## config.mk

```make
export PLATFORM = sky130hd
export DESIGN_NAME = rv32im_dmem_ctrl
export DESIGN_NICKNAME = d
export VERILOG_FILES = /design/src/rtl/rv32im_dmem_ctrl_pkg.sv /design/src/rtl/rv32im_dmem_ctrl_align.sv /design/src/rtl/rv32im_dmem_ctrl.sv
export SDC_FILE = /design/constraint.sdc
export NUM_CORES = 1
export LEC_CHECK = 0
export ABC_AREA = 1
export CELL_PAD_IN_SITES_DETAIL_PLACEMENT = 1
export CELL_PAD_IN_SITES_GLOBAL_PLACEMENT = 2
export CORE_MARGIN = 2
export CORE_UTILIZATION = 20
export DETAILED_ROUTE_END_ITERATION = 6
export GPL_TIMING_DRIVEN = 0
export PLACE_DENSITY_LB_ADDON = 0.1
export SLEW_MARGIN = 0
export SYNTH_ARGS = -nofsm -noshare
export SYNTH_HDL_FRONTEND = slang
export SYNTH_SLANG_ARGS = --single-unit
```

## constraint.sdc

```tcl
create_clock -name clk_i -period 1.79 [get_ports clk_i]
set_clock_uncertainty 0.2 [all_clocks]
set_input_delay 0.358 -clock clk_i [delete_from_list [all_inputs] [get_ports clk_i]]
set_output_delay 0.358 -clock clk_i [all_outputs]
set_load 0.03 [all_outputs]
```

## src/rtl/rv32im_dmem_ctrl_pkg.sv

```systemverilog
// Shared state, size and timeout codes for the data-memory controller.
// Optional misalignment trap is enabled with DMEM_MISALIGN_CHECK_EN.
`ifndef API_DATA_WIDTH
`define API_DATA_WIDTH 32
`endif
`ifndef API_ADDR_WIDTH
`define API_ADDR_WIDTH 32
`endif

package rv32im_dmem_ctrl_pkg;

  localparam logic [1:0] DMEM_ST_IDLE = 2'd0;
  localparam logic [1:0] DMEM_ST_REQ  = 2'd1;
  localparam logic [1:0] DMEM_ST_WAIT = 2'd2;
  localparam logic [1:0] DMEM_ST_RESP = 2'd3;

  localparam logic [1:0] DMEM_SIZE_B = 2'b00;
  localparam logic [1:0] DMEM_SIZE_H = 2'b01;
  localparam logic [1:0] DMEM_SIZE_W = 2'b10;

  localparam int DMEM_TIMEOUT_DEFAULT = 255;

  function automatic logic dmem_misaligned(
    input logic [1:0] size,
    input logic [1:0] lo
  );
    return ((size == DMEM_SIZE_H) && lo[0]) ||
           ((size == DMEM_SIZE_W) && (lo != 2'b00));
  endfunction

endpackage

```

## src/rtl/rv32im_dmem_ctrl_align.sv

```systemverilog
// Store lane steering, load byte enables and misalignment detect.
// Purely combinational; used by rv32im_dmem_ctrl at request acceptance.
module rv32im_dmem_align
  import rv32im_dmem_ctrl_pkg::*;
(
  input  logic [1:0]  addr_lo,
  input  logic [1:0]  size,
  input  logic [3:0]  wmask,
  input  logic [31:0] wdata,
  output logic [3:0]  be,
  output logic        we,
  output logic [31:0] wdata_lane,
  output logic        misaligned
);

  assign we = |wmask;
  // Loads fetch the whole word; the LSU extracts the lane itself.
  assign be = we ? wmask : 4'hF;
  assign wdata_lane = wdata << {addr_lo, 3'b000};
  assign misaligned = dmem_misaligned(size, addr_lo);

endmodule

```

## src/rtl/rv32im_dmem_ctrl.sv

```systemverilog
// Single-outstanding data-memory controller with stall, timeout and error.
// Define DMEM_MISALIGN_CHECK_EN to trap misaligned half/word accesses.
`ifndef API_DATA_WIDTH
`define API_DATA_WIDTH 32
`endif
`ifndef API_ADDR_WIDTH
`define API_ADDR_WIDTH 32
`endif

module rv32im_dmem_ctrl
  import rv32im_dmem_ctrl_pkg::*;
#(
  parameter int DATA_WIDTH     = `API_DATA_WIDTH,
  parameter int ADDR_WIDTH     = `API_ADDR_WIDTH,
  parameter int TIMEOUT_CYCLES = DMEM_TIMEOUT_DEFAULT
) (
  input  logic                  clk_i,
  input  logic                  rstn_i,
  input  logic                  lsu_en_i,
  input  logic [ADDR_WIDTH-1:0] lsu_addr_i,
  input  logic [3:0]            lsu_wmask_i,
  input  logic [DATA_WIDTH-1:0] lsu_wdata_i,
  input  logic [1:0]            lsu_size_i,
  output logic [DATA_WIDTH-1:0] lsu_rdata_o,
  output logic                  stall_o,
  output logic                  done_o,
  output logic                  err_o,
  output logic                  bus_req_o,
  output logic                  bus_we_o,
  output logic [ADDR_WIDTH-1:0] bus_addr_o,
  output logic [3:0]            bus_be_o,
  output logic [DATA_WIDTH-1:0] bus_wdata_o,
  input  logic                  bus_gnt_i,
  input  logic                  bus_rvalid_i,
  input  logic [DATA_WIDTH-1:0] bus_rdata_i,
  input  logic                  bus_err_i
);

  localparam logic [7:0] LAST = 8'(TIMEOUT_CYCLES - 1);

  logic [1:0]  state;
  logic [7:0]  cnt;
  logic        err_q;
  logic        load;
  logic [3:0]  be;
  logic        we;
  logic [31:0] wdata_lane;
  logic        mis;
  logic        bad;

  rv32im_dmem_align u_align (
    .addr_lo    (lsu_addr_i[1:0]),
    .size       (lsu_size_i),
    .wmask      (lsu_wmask_i),
    .wdata      (lsu_wdata_i),
    .be         (be),
    .we         (we),
    .wdata_lane (wdata_lane),
    .misaligned (mis)
  );

`ifdef DMEM_MISALIGN_CHECK_EN
  assign bad = mis;
`else
  logic unused_mis;
  assign unused_mis = mis;
  assign bad = 1'b0;
`endif

  always_ff @(posedge clk_i) begin
    if (!rstn_i) begin
      state       <= DMEM_ST_IDLE;
      cnt         <= '0;
      err_q       <= 1'b0;
      load        <= 1'b0;
      bus_addr_o  <= '0;
      bus_be_o    <= '0;
      bus_we_o    <= 1'b0;
      bus_wdata_o <= '0;
      lsu_rdata_o <= '0;
    end else begin
      unique case (state)
        DMEM_ST_IDLE: begin
          if (lsu_en_i) begin
            bus_addr_o  <= {lsu_addr_i[ADDR_WIDTH-1:2], 2'b00};
            bus_be_o    <= be;
            bus_we_o    <= we;
            bus_wdata_o <= wdata_lane;
            load        <= ~we;
            cnt         <= '0;
            err_q       <= bad;
            state       <= bad ? DMEM_ST_RESP : DMEM_ST_REQ;
          end
        end
        DMEM_ST_REQ: begin
          cnt <= cnt + 8'd1;
          if (cnt == LAST) begin
            err_q <= 1'b1;
            state <= DMEM_ST_RESP;
          end else if (bus_gnt_i) begin
            state <= DMEM_ST_WAIT;
          end
        end
        DMEM_ST_WAIT: begin
          cnt <= cnt + 8'd1;
          // A real response wins over a coincident timeout.
          if (bus_rvalid_i) begin
            err_q <= bus_err_i;
            if (load) lsu_rdata_o <= bus_rdata_i;
            state <= DMEM_ST_RESP;
          end else if (cnt == LAST) begin
            err_q <= 1'b1;
            state <= DMEM_ST_RESP;
          end
        end
        DMEM_ST_RESP: begin
          state <= DMEM_ST_IDLE;
        end
      endcase
    end
  end

  assign bus_req_o = (state == DMEM_ST_REQ);
  assign done_o    = (state == DMEM_ST_RESP);
  assign err_o     = done_o & err_q;
  assign stall_o   = ((state == DMEM_ST_IDLE) & lsu_en_i) |
                     (state == DMEM_ST_REQ) |
                     (state == DMEM_ST_WAIT);

endmodule
```

Yosys cells after proc, flatten, opt, wreduce, memory -nomap -nowiden. Cells that the tools add are included. W data, S select, Z words.

Bits in registers: 111. Latch bits: 0. RAM bits: 0. ROM bits: 0. Output and inout port bits: 105. Word-level logic and storage cells: 46. Memories: 0.

Add/sub/neg operators: 1. Multipliers: 0. Div/mod/pow operators: 0. Order comparisons: 0. Eq/ne operators: 7. Shift-type cells: 1. Multiplexer cells: 13. Bitwise operators: 5. Reductions and logical operators: 10.

Operators with widths (number): $shl A32 B5 Y32 (1); $pmux W8 S2 (1); $mux W2 (5); $add A8 B1 Y8 const B (1); $eq A8 B8 Y1 const B (1); $mux W8 (1); $pmux W2 S4 (1); $reduce_and A2 Y1 (3); $reduce_and A3 Y1 (2); $eq A2 B2 Y1 const B (2); $mux W4 (1); $reduce_or A4 Y1 (1); $mux W1 (3); $ne A3 B1 Y1 const B (1); $ne A3 B3 Y1 const B (1); $pmux W1 S3 (1); $reduce_bool A3 Y1 (1); $and A1 B1 Y1 (2); $eq A2 B1 Y1 const B (1); $logic_not A2 Y1 (1); $ne A2 B2 Y1 const B (1); $or A1 B1 Y1 (2); $reduce_bool A2 Y1 (1); $reduce_or A2 Y1 (1); $not A1 Y1 (1).

Logic depth before layout (Yosys ltp). Gate-level depths: netlist (run 1).

Depth in word-level cells: 4. Gate-level depth with buffers: 11.

Hierarchy. Synthesis (run 1) repeated with hierarchy kept, for this count alone.

Cell total of the unflattened synthesis: 720. Area total of the unflattened synthesis: 4948.5 µm².

Modules (own cells, without submodules): rv32im_dmem_ctrl (times used 1, cells an instance 541, area each 4176.5 µm², seq. area each 2222.1 µm²); rv32im_dmem_align (times used 1, cells an instance 179, area each 772.0 µm², seq. area each 0.0 µm²).

Worst setup path after synthesis (run 1). No wires, ideal clock.

Path type: register to output. Start: reg state[0]. End: out stall_o. Arrival: 1.391 ns. Setup slack: -0.159 ns. Cell stages (with the launch flop): 7. Path buffers: 2. Path through: dfxtp_1 > inv_1 > ha_1 > nand2_4 > buf_4 > buf_2 > nand2_1.

Cells in the longest elaborated chain, start to end: 4. Elaborated cells between the ends (all ways): 6. Classes of those cells: eq/ne: 2; bitwise: 3; reduce/logical: 1.

RTL lines: from (decl) (RTL line rv32im_dmem_ctrl.sv:41) `logic [1:0] state;`; from (signal assigned) (RTL line rv32im_dmem_ctrl.sv:92) `state <= bad ? DMEM_ST_RESP : DMEM_ST_REQ;`; $logic_not A2 Y1 (RTL line rv32im_dmem_ctrl.sv:126) `assign stall_o = ((state == DMEM_ST_IDLE) & lsu_en_i) |`; $and A1 B1 Y1 (RTL line rv32im_dmem_ctrl.sv:126); $or A1 B1 Y1 (RTL line rv32im_dmem_ctrl.sv:126); $or A1 B1 Y1 (*) (RTL line rv32im_dmem_ctrl.sv:127) `(state == DMEM_ST_REQ) |`; to (decl) (RTL line rv32im_dmem_ctrl.sv:25) `output logic stall_o,`.

Every way passes the cells marked *; elsewhere a longest branch is shown, timed or not.

Worst setup path in the final report (run 1). Same ends and word-level chain as after synthesis.

==> results of run 1 <==
[final cells by class]
cell class / count / area [um2]
Fill cell: 2898 / 15600
Buffer: 41 / 317
Clock inverter: 5 / 32.5
Tap cell: 319 / 399
Inverter: 87 / 337
Antenna cell: 1 / 2.50
Clock buffer: 11 / 243
Sequential cell: 111 / 2230
Timing Repair Buffer: 231 / 2200
Multi-Input combinational cell: 418 / 2070
[where the power goes]
group,internal (mW),leakage [nW],switching (mW),total (mW)
sequential,2.80,0.906,0.187,2.99
combinational,1.56,2.55,2.16,3.72
clock,0.987,0.140,0.984,1.97
total,5.34,3.60,3.33,8.68
[registers in the layout, indices dropped and copies added (netlist names)]
register / count
cnt: 8
bus_wdata_o: 32
bus_addr_o: 30
state: 2
err_q: 1
bus_be_o: 4
bus_we_o: 1
lsu_rdata_o: 32
load: 1
[routing by layer]
metal | global-route usage (%) | share of wire [%] | wire length (um) | vias up
li1 | - | - | - | 2563
met1 | 20.6 | 46 | 9060 | 2378
met2 | 25.7 | 46 | 9030 | 155
met3 | 3.89 | 6.6 | 1290 | 13
met4 | 3.35 | 0.79 | 155 | 2
met5 | 0 | 0.066 | 13 | -
[worst max-delay path: stages, from the launching register on]
cell and delay [ps]:
dfxtp_4 360, inv_4 70, ha_4 170, nand2_8 60, buf_12 130, buf_12 120
nand2_4 60, buf_6 120
[Yosys cell counts (2+ instances only)]
cell type,count
inv_1,83
a31oi_1,3
nor2_1,82
a21oi_1,59
nand2_2,2
buf_2,8
buf_4,12
nand3_1,24
inv_2,4
ha_1,8
o21ai_0,74
dfxtp_1,111
clkbuf_1,19
o211ai_1,19
nand2_1,129
or2_2,2
[timing repair]
item,CTS,global route
cloned,1,2
hold endpoints to repair,0,0
setup buffers,17,4
pin swaps,3,4
setup endpoints to repair,211,106
resized for setup,169,46
[cell families (layout without fill, tap and decap cells)]
| logic type | after synthesis | count (layout) | share of synthesized area [%] |
|---|---|---|---|
| and+or+nand+nor | 246 | 246 | 20.9 |
| AOI/OAI and AO/OA | 160 | 160 | 18.4 |
| buffers and inverters | 128 | 375 | 11.4 |
| DFF | 111 | 111 | 46.7 |
| adders and majority gates | 8 | 8 | 2.10 |
| other | 1 | 3 | 0.0788 |
| xor gates and xnor gates | 1 | 1 | 0.184 |
| muxes | 1 | 1 | 0.210 |
[worst paths after layout]
check | from | end | slack [ps] | depth (start not counted)
worst max-delay path | state[0] | stall_o | -210 | 7
worst min-delay path | lsu_addr_i[0] | bus_wdata_o[1] | 210 | 4
worst max register to register | state[0] | bus_wdata_o[19] | -50 | 11
worst min register to register | lsu_rdata_o[17] | lsu_rdata_o[17] | 240 | 2
==> impl_metrics.env, run 1 <==
export IMPL_leakage_nw=3.60
export IMPL_synth_area_leader_cell="dfxtp_1"
export IMPL_die_h_um=158
export IMPL_grt_start_max_net_pins=18
export IMPL_ys_warn_count=0
export IMPL_rsz0062_at_grt="yes"
export IMPL_synth_area_per_cell_um2=7.25
export IMPL_coreArea_mm2=0.0234
export IMPL_cts_hold_buf=0
export IMPL_violations="negative setup slack"
export IMPL_layout_commonest_cell="nand2_1"
export IMPL_crit_type="reg -> out"
export IMPL_clkSinkCount=111
export IMPL_routed_wl_um=19600
export IMPL_worst_pin_slew_ps=624
export IMPL_first_pass_iters=4
export IMPL_num_vias=5111
export IMPL_cts_root_buf="clkbuf_16"
export IMPL_final_area_mm2=0.00783
export IMPL_dp_hpwl_um=14700
export IMPL_maxCapViolations=0
export IMPL_die_x_um=158
export IMPL_drt_iter0_markers=188
export IMPL_hold_violations=0
export IMPL_start_util_pct=20.3
export IMPL_yosysUniqueCellTypes=33
export IMPL_cp_start_kind="register"
export IMPL_cts_buffers_inserted=9
export IMPL_grt_pass1_wl_um=29600
export IMPL_wl_per_cell_um=16.0
export IMPL_fp_row_count=56
export IMPL_synthTopCellsByArea="dfxtp_1 (47%), nand2_1 (10%), o21ai_0 (7.8%)"
export IMPL_grt_pass1_vias=5363
export IMPL_worst_slack_ps=-210
export IMPL_clk_latency_ps=350
export IMPL_timing_fmax_mhz=500
export IMPL_die_area_mm2=0.0250
export IMPL_post_route_drc_count=0
export IMPL_status="finished with violations"
export IMPL_cts_tree="done"
export IMPL_p_per_area_mw_per_mm2=1110
export IMPL_crit_fanout=3
export IMPL_arrival_ps=1440
export IMPL_syn_area_mm2=0.00476
export IMPL_synth_edff_count=0
export IMPL_pre_cts_slack_ps=-996
export IMPL_worst_hold_slack_ps=210
export IMPL_ir_drop_v=0.000386
export IMPL_antenna_left=0
export IMPL_fin_crit_ps=2000
export IMPL_clock_path_buffers=2
export IMPL_port_buffers=207
export IMPL_total_power_mw=8.68
export IMPL_globalRouteOverflowTotal=0
export IMPL_htreeDepth=3
export IMPL_cp_data_required_time_ps=1230
export IMPL_setup_violations=16
export IMPL_seq_area_frac_synth_pct=46.7
export IMPL_synth_cells=656
export IMPL_avgViaCountPerCell=4.18
export IMPL_synth_seq_cells=111
export IMPL_final_cell_count_no_fill=1224
export IMPL_crit_path_end_kind="primary output"
export IMPL_synth_top_area_share_pct=46.7
export IMPL_gp_congestion=0.788
export IMPL_relSlewSlack_pct=58.4
export IMPL_finalMaxSlewViolations=0
export IMPL_ys_async_sr_fraction_pct=0
export IMPL_synth_flop_cell="dfxtp_1"
export IMPL_layout_common_cells="nand2_1 (127), dfxtp_1 (109), clkdlybuf4s50_1 (103)"
export IMPL_clk_pin_slew_ps=70
export IMPL_dp_cells=1183
export IMPL_utilization_pct=33.4
export IMPL_layout_nets=1015
export IMPL_setup_tns_ps=-695
export IMPL_antenna_found_initial=2
export IMPL_fin_crit_sh_pct=112
export IMPL_area_growth_pct=64.5
export IMPL_min_path_type="in -> reg"
export IMPL_grtUsageTotal_pct=15.6
export IMPL_pin_count=213
export IMPL_layout_drive_gt1_share_pct=11.7
export IMPL_dpl_cell_area_mm2=0.00725
No activity file was read; power rests on OpenSTA's default activity.
==> inputs of run 2 (changes only) <==
--- a/config.mk
+++ b/config.mk
@@ -8,7 +8,6 @@
 export ABC_AREA = 1
 export CELL_PAD_IN_SITES_DETAIL_PLACEMENT = 1
 export CELL_PAD_IN_SITES_GLOBAL_PLACEMENT = 2
-export CORE_MARGIN = 2
 export CORE_UTILIZATION = 20
 export DETAILED_ROUTE_END_ITERATION = 6
 export GPL_TIMING_DRIVEN = 0
==> impl_metrics.env, run 2 (synthesis results as in run 1) <==
export IMPL_crit_fanout=2
export IMPL_clock_path_buffers=2
export IMPL_multiInputGateArea_mm2=0.00208
export IMPL_antenna_found_initial=0
export IMPL_swShare_pct=38.4
export IMPL_clk_latency_ps=350
export IMPL_start_util_pct=20.3
export IMPL_seqPwrFrac_pct=34.5
export IMPL_area_sequential_mm2=0.00223
export IMPL_cts_tree="done"
export IMPL_crit_path_end_kind="primary output"
export IMPL_worst_hold_slack_ps=196
export IMPL_die_area_mm2=0.0244
export IMPL_violations="negative setup slack"
export IMPL_drt_iter0_markers=154
export IMPL_port_buffers=207
export IMPL_avgViaCountPerCell=4.18
export IMPL_num_vias=5074
export IMPL_die_h_um=156
export IMPL_min_path_type="in -> reg"
export IMPL_maxCapViolations=0
export IMPL_grt_pass1_wl_um=28800
export IMPL_switchingPower_mw=3.33
export IMPL_fin_crit_sh_pct=113
export IMPL_setup_violations=11
export IMPL_reg_largest_list="bus_wdata_o (32), lsu_rdata_o (32), bus_addr_o (30)"
export IMPL_pin_count=213
export IMPL_ir_drop_v=0.000403
export IMPL_grtUsageTotal_pct=15.5
export IMPL_cp_data_required_time_ps=1230
export IMPL_antenna_left=0
export IMPL_finalMaxSlewViolations=0
export IMPL_status="finished with violations"
export IMPL_relSlewSlack_pct=59.0
export IMPL_grt_start_max_net_pins=20
export IMPL_intPower_mw=5.34
export IMPL_cts_root_buf="clkbuf_16"
export IMPL_gp_congestion=0.756
export IMPL_worst_slack_ps=-225
export IMPL_wl_per_cell_um=15.7
export IMPL_fp_row_count=56
export IMPL_timing_fmax_mhz=496
export IMPL_area_growth_pct=63.0
export IMPL_clkSinkCount=111
export IMPL_cp_start_kind="primary input"
export IMPL_routed_wl_um=19000
export IMPL_layout_commonest_cell="nand2_1"
export IMPL_p_per_area_mw_per_mm2=1120
export IMPL_rsz0062_at_grt="yes"
export IMPL_post_route_drc_count=0
export IMPL_total_power_mw=8.67
export IMPL_layout_common_cells="nand2_1 (128), dfxtp_1 (109), clkdlybuf4s50_1 (104)"
export IMPL_leakage_nw=3.56
export IMPL_hold_violations=0
export IMPL_clk_pin_slew_ps=70
export IMPL_first_pass_iters=4
export IMPL_coreArea_mm2=0.0234
export IMPL_cts_buffers_inserted=9
export IMPL_dp_hpwl_um=14400
export IMPL_layout_drive_gt1_share_pct=11.2
export IMPL_p_clk_share_pct=25.2
export IMPL_fin_crit_ps=2010
export IMPL_htreeDepth=3
export IMPL_crit_type="in -> out"
export IMPL_antenna_cells=0
export IMPL_layout_nets=1005
export IMPL_arrival_ps=1460
export IMPL_globalRouteOverflowTotal=0
export IMPL_cts_hold_buf=0
export IMPL_grt_pass1_vias=5280
export IMPL_comb_power_share_pct=40.3
export IMPL_die_x_um=156
export IMPL_n_fill_cell=2861
export IMPL_worst_pin_slew_ps=614
run 2: through the flow:
step / setup slack [ps] / utilization, % / setup TNS [ps] / cells / area (um2)
6_report: -225 / 33.1 / -483 / 1213 / 7750
5_1_grt: -258 / 33.1 / -2750 / 1213 / 7750
4_1_cts: -247 / 32.5 / -4040 / 1206 / 7600
3_5_place_dp: -976 / 31.0 / -41020 / 1183 / 7250
3_3_place_gp: -994 / 31.0 / -38300 / 1183 / 7250
2_1_floorplan: -1.90 / - / -1.90 / 657 / 4780
run 2: area by class of cell:
class,instances,share of cell area (%)
clock buffers,10,3.08
repair buffers,222,27.0
well taps,319,5.15
inverters,87,4.31
flip-flops and latches,111,28.8
multi-input cells,418,26.8
clock inverters,6,0.968
plain buffers,40,3.92
run 2: worst max-delay path, stage by stage:
cell             delay (ps)
clkdlybuf4s50_1         590
nand2_8                  80
buf_12                  130
buf_12                  120
nand2_4                  60
buf_6                   120
run 2: power by group through the flow:
stage                     Sequential, mW  Combinational [mW]  Clock, mW
after floorplan                     3.57                1.38          0
after global placement              3.03                3.26          0
after detailed placement            3.05                3.29          0
after CTS                           3.00                3.40       2.27
after global routing                3.04                3.81       2.36
final                               2.99                3.49       2.18
run 2: per-layer routing:
layer	track usage [%]	share of wire (%)	routed length, um	up-vias
met1	20.5	47	9030	2375
li1	-	-	-	2542
met2	25.7	46	8790	146
met5	0	0	0	-
met4	4.15	1.1	209	0
met3	2.71	5.3	1010	11
run 2: worst paths after layout:
path                   start               to  slack (ps)  depth (start not counted)
max reg2reg         state[0]  bus_wdata_o[18]         -70                         11
max                 lsu_en_i          stall_o        -220                          6
min reg2reg  lsu_rdata_o[17]  lsu_rdata_o[17]         240                          2
min            lsu_addr_i[0]   bus_wdata_o[3]         200                          4
run 2: timing repair:
action                                  CTS  global route
cloned                                    0             2
pin swaps                                 2             9
buffers inserted                          7             7
hold endpoints to repair                  0             0
gates resized for setup                 157            54
endpoints found under the setup margin  209            82
==> inputs of run 3 (changes only) <==
--- a/config.mk
+++ b/config.mk
@@ -6,6 +6,7 @@
 export NUM_CORES = 1
 export LEC_CHECK = 0
 export ABC_AREA = 1
+export CAP_MARGIN = 20
 export CELL_PAD_IN_SITES_DETAIL_PLACEMENT = 1
 export CELL_PAD_IN_SITES_GLOBAL_PLACEMENT = 2
 export CORE_UTILIZATION = 20
==> results of run 3 <==
No change in the layout: final DEF, timing and power equal those of run 2.
